===== src/rtl/rtc_transaction_sequencer.sv =====
`default_nettype none
// ============================================================================
// Module      : rtc_transaction_sequencer
// Description : Drives the RTC control-signal generator. After reset it issues
//               one configuration write, then periodically sweeps N_REGS
//               consecutive RTC registers into a shadow bank that is committed
//               atomically to time_bank. User writes are slotted in only while
//               idle between sweeps; a sweep follows every user write.
// Revision    : 1.0 - initial release
// ============================================================================
module rtc_transaction_sequencer #(
    parameter int          N_REGS    = 4,
    parameter int          IDXW      = 2,
    parameter logic [7:0]  BASE_ADDR = 8'h21,
    parameter logic [7:0]  INIT_ADDR = 8'h00,
    parameter logic [7:0]  INIT_DATA = 8'h10,
    parameter int          PERIOD    = 100000,
    parameter int          TIMEOUT   = 63
) (
    input  logic                  clk,
    input  logic                  reset_count,
    input  logic                  wr_req,
    input  logic [IDXW-1:0]       wr_index,
    input  logic [7:0]            wr_data,
    output logic                  wr_ack,
    output logic                  gen_en,
    output logic                  gen_wr,
    input  logic                  gen_done,
    input  logic                  gen_rd_n,
    output logic [7:0]            bus_addr,
    output logic [7:0]            bus_data_out,
    input  logic [7:0]            bus_data_in,
    output logic [8*N_REGS-1:0]   time_bank,
    output logic                  bank_valid,
    output logic                  busy,
    output logic                  err
);

    // Counter and index widths, guarded so degenerate parameters stay legal
    localparam int KW  = (N_REGS  > 1) ? $clog2(N_REGS)  : 1;
    localparam int TCW = (TIMEOUT > 1) ? $clog2(TIMEOUT) : 1;
    localparam int PCW = (PERIOD  > 1) ? $clog2(PERIOD)  : 1;

    localparam logic [KW-1:0]  K_LAST      = KW'(N_REGS - 1);
    localparam logic [TCW-1:0] TMO_LAST    = TCW'(TIMEOUT - 1);
    localparam logic [PCW-1:0] PERIOD_LAST = PCW'(PERIOD - 1);

    typedef enum logic [2:0] {
        ST_INIT        = 3'd0,
        ST_ISSUE       = 3'd1,
        ST_SWEEP_ISSUE = 3'd2,
        ST_USER_ISSUE  = 3'd3,
        ST_WAIT_DONE   = 3'd4,
        ST_COMMIT      = 3'd5,
        ST_WAIT_PERIOD = 3'd6
    } state_t;

    // Kind of the transaction currently owned by the generator
    typedef enum logic [1:0] {
        TX_INIT  = 2'd0,
        TX_SWEEP = 2'd1,
        TX_USER  = 2'd2
    } txn_t;

    state_t               state_q,      state_d;
    txn_t                 txn_q,        txn_d;
    logic [KW-1:0]        k_q,          k_d;
    logic [TCW-1:0]       tmo_q,        tmo_d;
    logic [PCW-1:0]       period_q,     period_d;
    logic [8*N_REGS-1:0]  shadow_q,     shadow_d;
    logic [8*N_REGS-1:0]  time_bank_q,  time_bank_d;
    logic                 bank_valid_q, bank_valid_d;
    logic                 busy_q,       busy_d;
    logic                 err_q,        err_d;
    logic                 wr_ack_q,     wr_ack_d;
    logic                 gen_en_q,     gen_en_d;
    logic                 gen_wr_q,     gen_wr_d;
    logic [7:0]           bus_addr_q,   bus_addr_d;
    logic [7:0]           bus_data_q,   bus_data_d;

    // Shared "start sweep read k" request raised from several states
    logic                 sweep_go;
    logic [KW-1:0]        sweep_k;

    // Next-state, next-output and datapath update for the whole sequencer
    always_comb begin
        state_d      = state_q;
        txn_d        = txn_q;
        k_d          = k_q;
        tmo_d        = tmo_q;
        period_d     = period_q;
        shadow_d     = shadow_q;
        time_bank_d  = time_bank_q;
        bank_valid_d = bank_valid_q;
        err_d        = err_q;
        gen_wr_d     = gen_wr_q;
        bus_addr_d   = bus_addr_q;
        bus_data_d   = bus_data_q;
        gen_en_d     = 1'b0;
        wr_ack_d     = 1'b0;
        sweep_go     = 1'b0;
        sweep_k      = '0;

        case (state_q)
            ST_INIT: begin
                state_d    = ST_ISSUE;
                txn_d      = TX_INIT;
                bus_addr_d = INIT_ADDR;
                bus_data_d = INIT_DATA;
                gen_wr_d   = 1'b1;
                gen_en_d   = 1'b1;
                tmo_d      = '0;
            end

            ST_ISSUE, ST_SWEEP_ISSUE, ST_USER_ISSUE: begin
                state_d = ST_WAIT_DONE;
            end

            ST_WAIT_DONE: begin
                // Keep overwriting so the last strobed sample before done wins
                if (txn_q == TX_SWEEP && !gen_rd_n) begin
                    shadow_d[8*int'(k_q) +: 8] = bus_data_in;
                end
                if (gen_done) begin
                    case (txn_q)
                        TX_SWEEP: begin
                            if (k_q == K_LAST) begin
                                state_d = ST_COMMIT;
                            end else begin
                                sweep_go = 1'b1;
                                sweep_k  = k_q + KW'(1);
                            end
                        end
                        TX_USER: begin
                            wr_ack_d = 1'b1;
                            sweep_go = 1'b1;
                        end
                        default: begin
                            sweep_go = 1'b1;
                        end
                    endcase
                end else if (tmo_q == TMO_LAST) begin
                    // Abandon the whole sweep: partial data must never reach time_bank
                    err_d    = 1'b1;
                    shadow_d = '0;
                    period_d = '0;
                    state_d  = ST_WAIT_PERIOD;
                end else begin
                    tmo_d = tmo_q + TCW'(1);
                end
            end

            ST_COMMIT: begin
                time_bank_d  = shadow_q;
                bank_valid_d = 1'b1;
                period_d     = '0;
                state_d      = ST_WAIT_PERIOD;
            end

            ST_WAIT_PERIOD: begin
                if (wr_req) begin
                    if (int'(wr_index) >= N_REGS) begin
                        // Out-of-range target: acknowledge without touching the bus
                        wr_ack_d = 1'b1;
                        sweep_go = 1'b1;
                    end else begin
                        state_d    = ST_USER_ISSUE;
                        txn_d      = TX_USER;
                        bus_addr_d = BASE_ADDR + 8'(wr_index);
                        bus_data_d = wr_data;
                        gen_wr_d   = 1'b1;
                        gen_en_d   = 1'b1;
                        tmo_d      = '0;
                    end
                end else if (period_q == PERIOD_LAST) begin
                    sweep_go = 1'b1;
                end else begin
                    period_d = period_q + PCW'(1);
                end
            end

            default: begin
                state_d = ST_INIT;
            end
        endcase

        if (sweep_go) begin
            state_d    = ST_SWEEP_ISSUE;
            txn_d      = TX_SWEEP;
            k_d        = sweep_k;
            bus_addr_d = BASE_ADDR + 8'(sweep_k);
            bus_data_d = 8'h00;
            gen_wr_d   = 1'b0;
            gen_en_d   = 1'b1;
            tmo_d      = '0;
        end

        busy_d = (state_d != ST_WAIT_PERIOD);
    end

    // State and registered outputs; asynchronous reset shared with the generator
    always_ff @(posedge clk or posedge reset_count) begin
        if (reset_count) begin
            state_q      <= ST_INIT;
            txn_q        <= TX_INIT;
            k_q          <= '0;
            tmo_q        <= '0;
            period_q     <= '0;
            shadow_q     <= '0;
            time_bank_q  <= '0;
            bank_valid_q <= 1'b0;
            busy_q       <= 1'b0;
            err_q        <= 1'b0;
            wr_ack_q     <= 1'b0;
            gen_en_q     <= 1'b0;
            gen_wr_q     <= 1'b0;
            bus_addr_q   <= 8'h00;
            bus_data_q   <= 8'h00;
        end else begin
            state_q      <= state_d;
            txn_q        <= txn_d;
            k_q          <= k_d;
            tmo_q        <= tmo_d;
            period_q     <= period_d;
            shadow_q     <= shadow_d;
            time_bank_q  <= time_bank_d;
            bank_valid_q <= bank_valid_d;
            busy_q       <= busy_d;
            err_q        <= err_d;
            wr_ack_q     <= wr_ack_d;
            gen_en_q     <= gen_en_d;
            gen_wr_q     <= gen_wr_d;
            bus_addr_q   <= bus_addr_d;
            bus_data_q   <= bus_data_d;
        end
    end

    assign wr_ack       = wr_ack_q;
    assign gen_en       = gen_en_q;
    assign gen_wr       = gen_wr_q;
    assign bus_addr     = bus_addr_q;
    assign bus_data_out = bus_data_q;
    assign time_bank    = time_bank_q;
    assign bank_valid   = bank_valid_q;
    assign busy         = busy_q;
    assign err          = err_q;

endmodule
`default_nettype wire


===== config.mk =====
export PLATFORM = sky130hd
export DESIGN_NAME = rtc_transaction_sequencer
export DESIGN_NICKNAME = d
export VERILOG_FILES = /design/src/rtl/rtc_transaction_sequencer.sv
export SDC_FILE = /design/constraint.sdc
export NUM_CORES = 1
export LEC_CHECK = 0
export ABC_AREA = 1
export BUFFER_PORTS_ARGS = -buffer_cell sky130_fd_sc_hd__buf_2
export CAP_MARGIN = 25
export CORE_MARGIN = 2
export CORE_UTILIZATION = 62
export DETAILED_ROUTE_END_ITERATION = 7
export PLACE_DENSITY = 0.9
export SYNTH_ARGS = -nofsm -noshare
export SYNTH_HDL_FRONTEND = slang
export SYNTH_SLANG_ARGS = --single-unit

===== constraint.sdc =====
create_clock -name clk -period 10 [get_ports clk]
set_clock_uncertainty 0.1 [all_clocks]
set_input_delay 2 -clock clk [delete_from_list [all_inputs] [get_ports clk]]
set_output_delay 2 -clock clk [all_outputs]
set_load 0.02 [all_outputs]

==> impl_metrics.json <==
{
  "dp.cells": 805,
  "power.leakage_nw": 3.096,
  "reg2regPathDepth": 9,
  "cts_tree": "yes",
  "max_cap_violations": 0,
  "htreeDepth": 3,
  "grt_pass1_wl_um": 20220,
  "wl_met3_um": 740,
  "yosysTopAreaCellShare_pct": 51.00,
  "synthFlopType": "dfrtp_1",
  "clk_latency_ps": 390,
  "gp_congestion": 0.9074,
  "setup_viol": 0,
  "path_clk_slew_ps": 120,
  "antenna_found_initial": 0,
  "finalNonFillerCells": 821,
  "synth_area_um2": 5495,
  "worstPathMaxFanout": 2,
  "yosysMostFrequentCell": "nand2_1",
  "period_minus_slack_ps": 3067,
  "synth.top_cells.by_area": "dfrtp_1 51%, nand2_1 12%, nand3_1 6.2%",
  "num_rows": 34,
  "required_ps": 7900,
  "async_flop_share_pct": 100.0,
  "post-route-drc-count": 0,
  "hold_slack_ps": 377.8,
  "maxSlewViolCount": 0,
  "min_delay_path_depth": 1,
  "cts_resized": 0,
  "antenna_cells": 0,
  "cp.buffers_inverters": 1,
  "rsz0062_at_grt": "false",
  "dr.pass1.iters": 6,
  "cts.root.buffer_cell": "clkbuf_8",
  "relSlewSlack_pct": 42.99,
  "hp-class": "reg2reg",
  "antenna_left": 0,
  "top_layer_used": "met4",
  "ys_warn_count": 0,
  "ir_drop_uv": 167.8,
  "synth-seq-area-share_pct": 51.00,
  "yosys.area.top_type": "dfrtp_1",
  "fin_crit_sh_pct": 30.67,
  "die-height_um": 98.15,
  "areaGrowthSynthToFinish_pct": 10.20,
  "io_pins": 77,
  "critical_path_depth": 1,
  "worstPathCellList": "buf_2",
  "num_vias": 4585,
  "hold_violations": 0,
  "timing.fmax_ghz": 0.3261,
  "clock_path_buffers": 2,
  "core_area_um2": 8678,
  "dieWidth_um": 98.15,
  "start_kind": "register",
  "grt_pass1_vias": 4432,
  "setup.worst_path.class": "reg2out",
  "initial_core_util_pct": 63.32,
  "postCtsSetupRepairBufs": 0,
  "drtIter0Drc": 241,
  "p_total_mw": 1.582,
  "totalWireLength_um": 11950,
  "synth_cell_types": 37,
  "vias_per_cell": 5.585,
  "power_density_nw_per_um2": 261.3,
  "status": "finished, final reports clean",
  "synth_seq_cells": 112,
  "netlist_instances": 640,
  "slowest_stage": "dfrtp_1",
  "tightest_slew_ps": 854.0,
  "cp.arrival_ps": 970,
  "path_delay_family": "flip-flops",
  "fin_nets": 742,
  "route.met2.wl_um": 5883,
  "wl_met1_um": 5090,
  "dieArea_um2": 9632,
  "avgSynthCellArea_um2": 8.586,
  "globalRouteOverflowTotal": 0,
  "synth-edff-count": 0,
  "grt_use_total_pct": 25.61,
  "cp_slowest_stage_delay_ps": 410,
  "layout-drive-gt1-share_pct": 18.79,
  "yosys-top-cells-count": "173 x nand2_1, 112 x dfrtp_1, 68 x nand3_1, 66 x inv_1, 40 x nor2_1",
  "cts_made_buffers": 9,
  "numPortBuffers": 72,
  "post_drt_wl_per_cell_um": 14.55,
  "holdBufCountCts": 0,
  "fin_tns_setup_ps": 0,
  "dp_hpwl_um": 8597,
  "cts_sinks": 112,
  "critPathCaptureType": "primary output",
  "grt_max_degree": 66
}
-- through the flow --
step / util [%] / instance area (µm²) / worst slack, ps
floorplan: - / 5507 / 4941
global placement: 67.39 / 5848 / 6581
detailed placement: 67.39 / 5848 / 6519
CTS: 69.78 / 6056 / 6920
global route: 69.78 / 6056 / 6775
finish: 69.78 / 6056 / 6933
-- area by class of cell --
type,instances,area [µm²]
Timing Repair Buffer,73,367.9
Inverter,73,276.5
Sequential cell,112,2803
Tap cell,108,135.1
Fill cell,701,2623
Clock inverter,7,83.83
Multi-Input combinational cell,439,2266
Clock buffer,9,123.9
-- power breakdown --
| group | leakage, nW | internal, mW | total, mW | switching, mW |
|---|---|---|---|---|
| Combinational | 1.60 | 0.184 | 0.639 | 0.455 |
| Clock | 0.103 | 0.100 | 0.276 | 0.175 |
| Sequential | 1.39 | 0.591 | 0.668 | 0.0763 |
-- final timing paths --
check | slack, ps | end | start
max | 6930 | err | err
min | 380 | bank_valid | bank_valid
max reg2reg | 7770 | bus_addr[1] | k_q[0]
min reg2reg | 380 | bank_valid | bank_valid
max in group asynchronous | 7030 | shadow_q[23] | reset_count
min in group asynchronous | 1580 | period_q[10] | reset_count
-- flip-flops by register name, indices dropped and copies added (netlist names), 2 cells and up --
register and count:
bus_addr 4, bus_data_out 8, k_q 2, period_q 17
shadow_q 32, state_q 3, time_bank 32, tmo_q 6
txn_q 2
-- placed cells by master (no fill, tap or decap), types with 4 or more instances in the layout --
master / n
nor3_1: 14
nand2_2: 7
inv_1: 65
a21oi_1: 6
inv_2: 7
o21ai_2: 12
clkbuf_8: 9
buf_2: 72
nand3_1: 68
nand2_1: 173
ha_1: 11
xor2_1: 9
dfrtp_1: 112
o21ai_0: 26
o31ai_1: 6
o21ai_1: 24
nor2_1: 40
o22ai_1: 7
conb_1: 4
nand4_1: 10
-- logic make-up after synthesis --
kind of cell / share of synthesized area, %
and+or+nand+nor: 27.78
buffers and inverters: 7.969
xor gates and xnor gates: 1.594
AOI/OAI and AO/OA: 9.085
DFF: 51.00
adders and majority gates: 2.505
other: 0.06824
-- metal layers --
| metal | track usage, % | vias to the layer above |
|---|---|---|
| li1 | - | 2204 |
| met1 | 33.82 | 2183 |
| met2 | 43.05 | 170 |
| met3 | 5.082 | 28 |
| met4 | 8.325 | 0 |
| met5 | 0 | - |
Note: power is estimated with default switching activity, not from simulation.
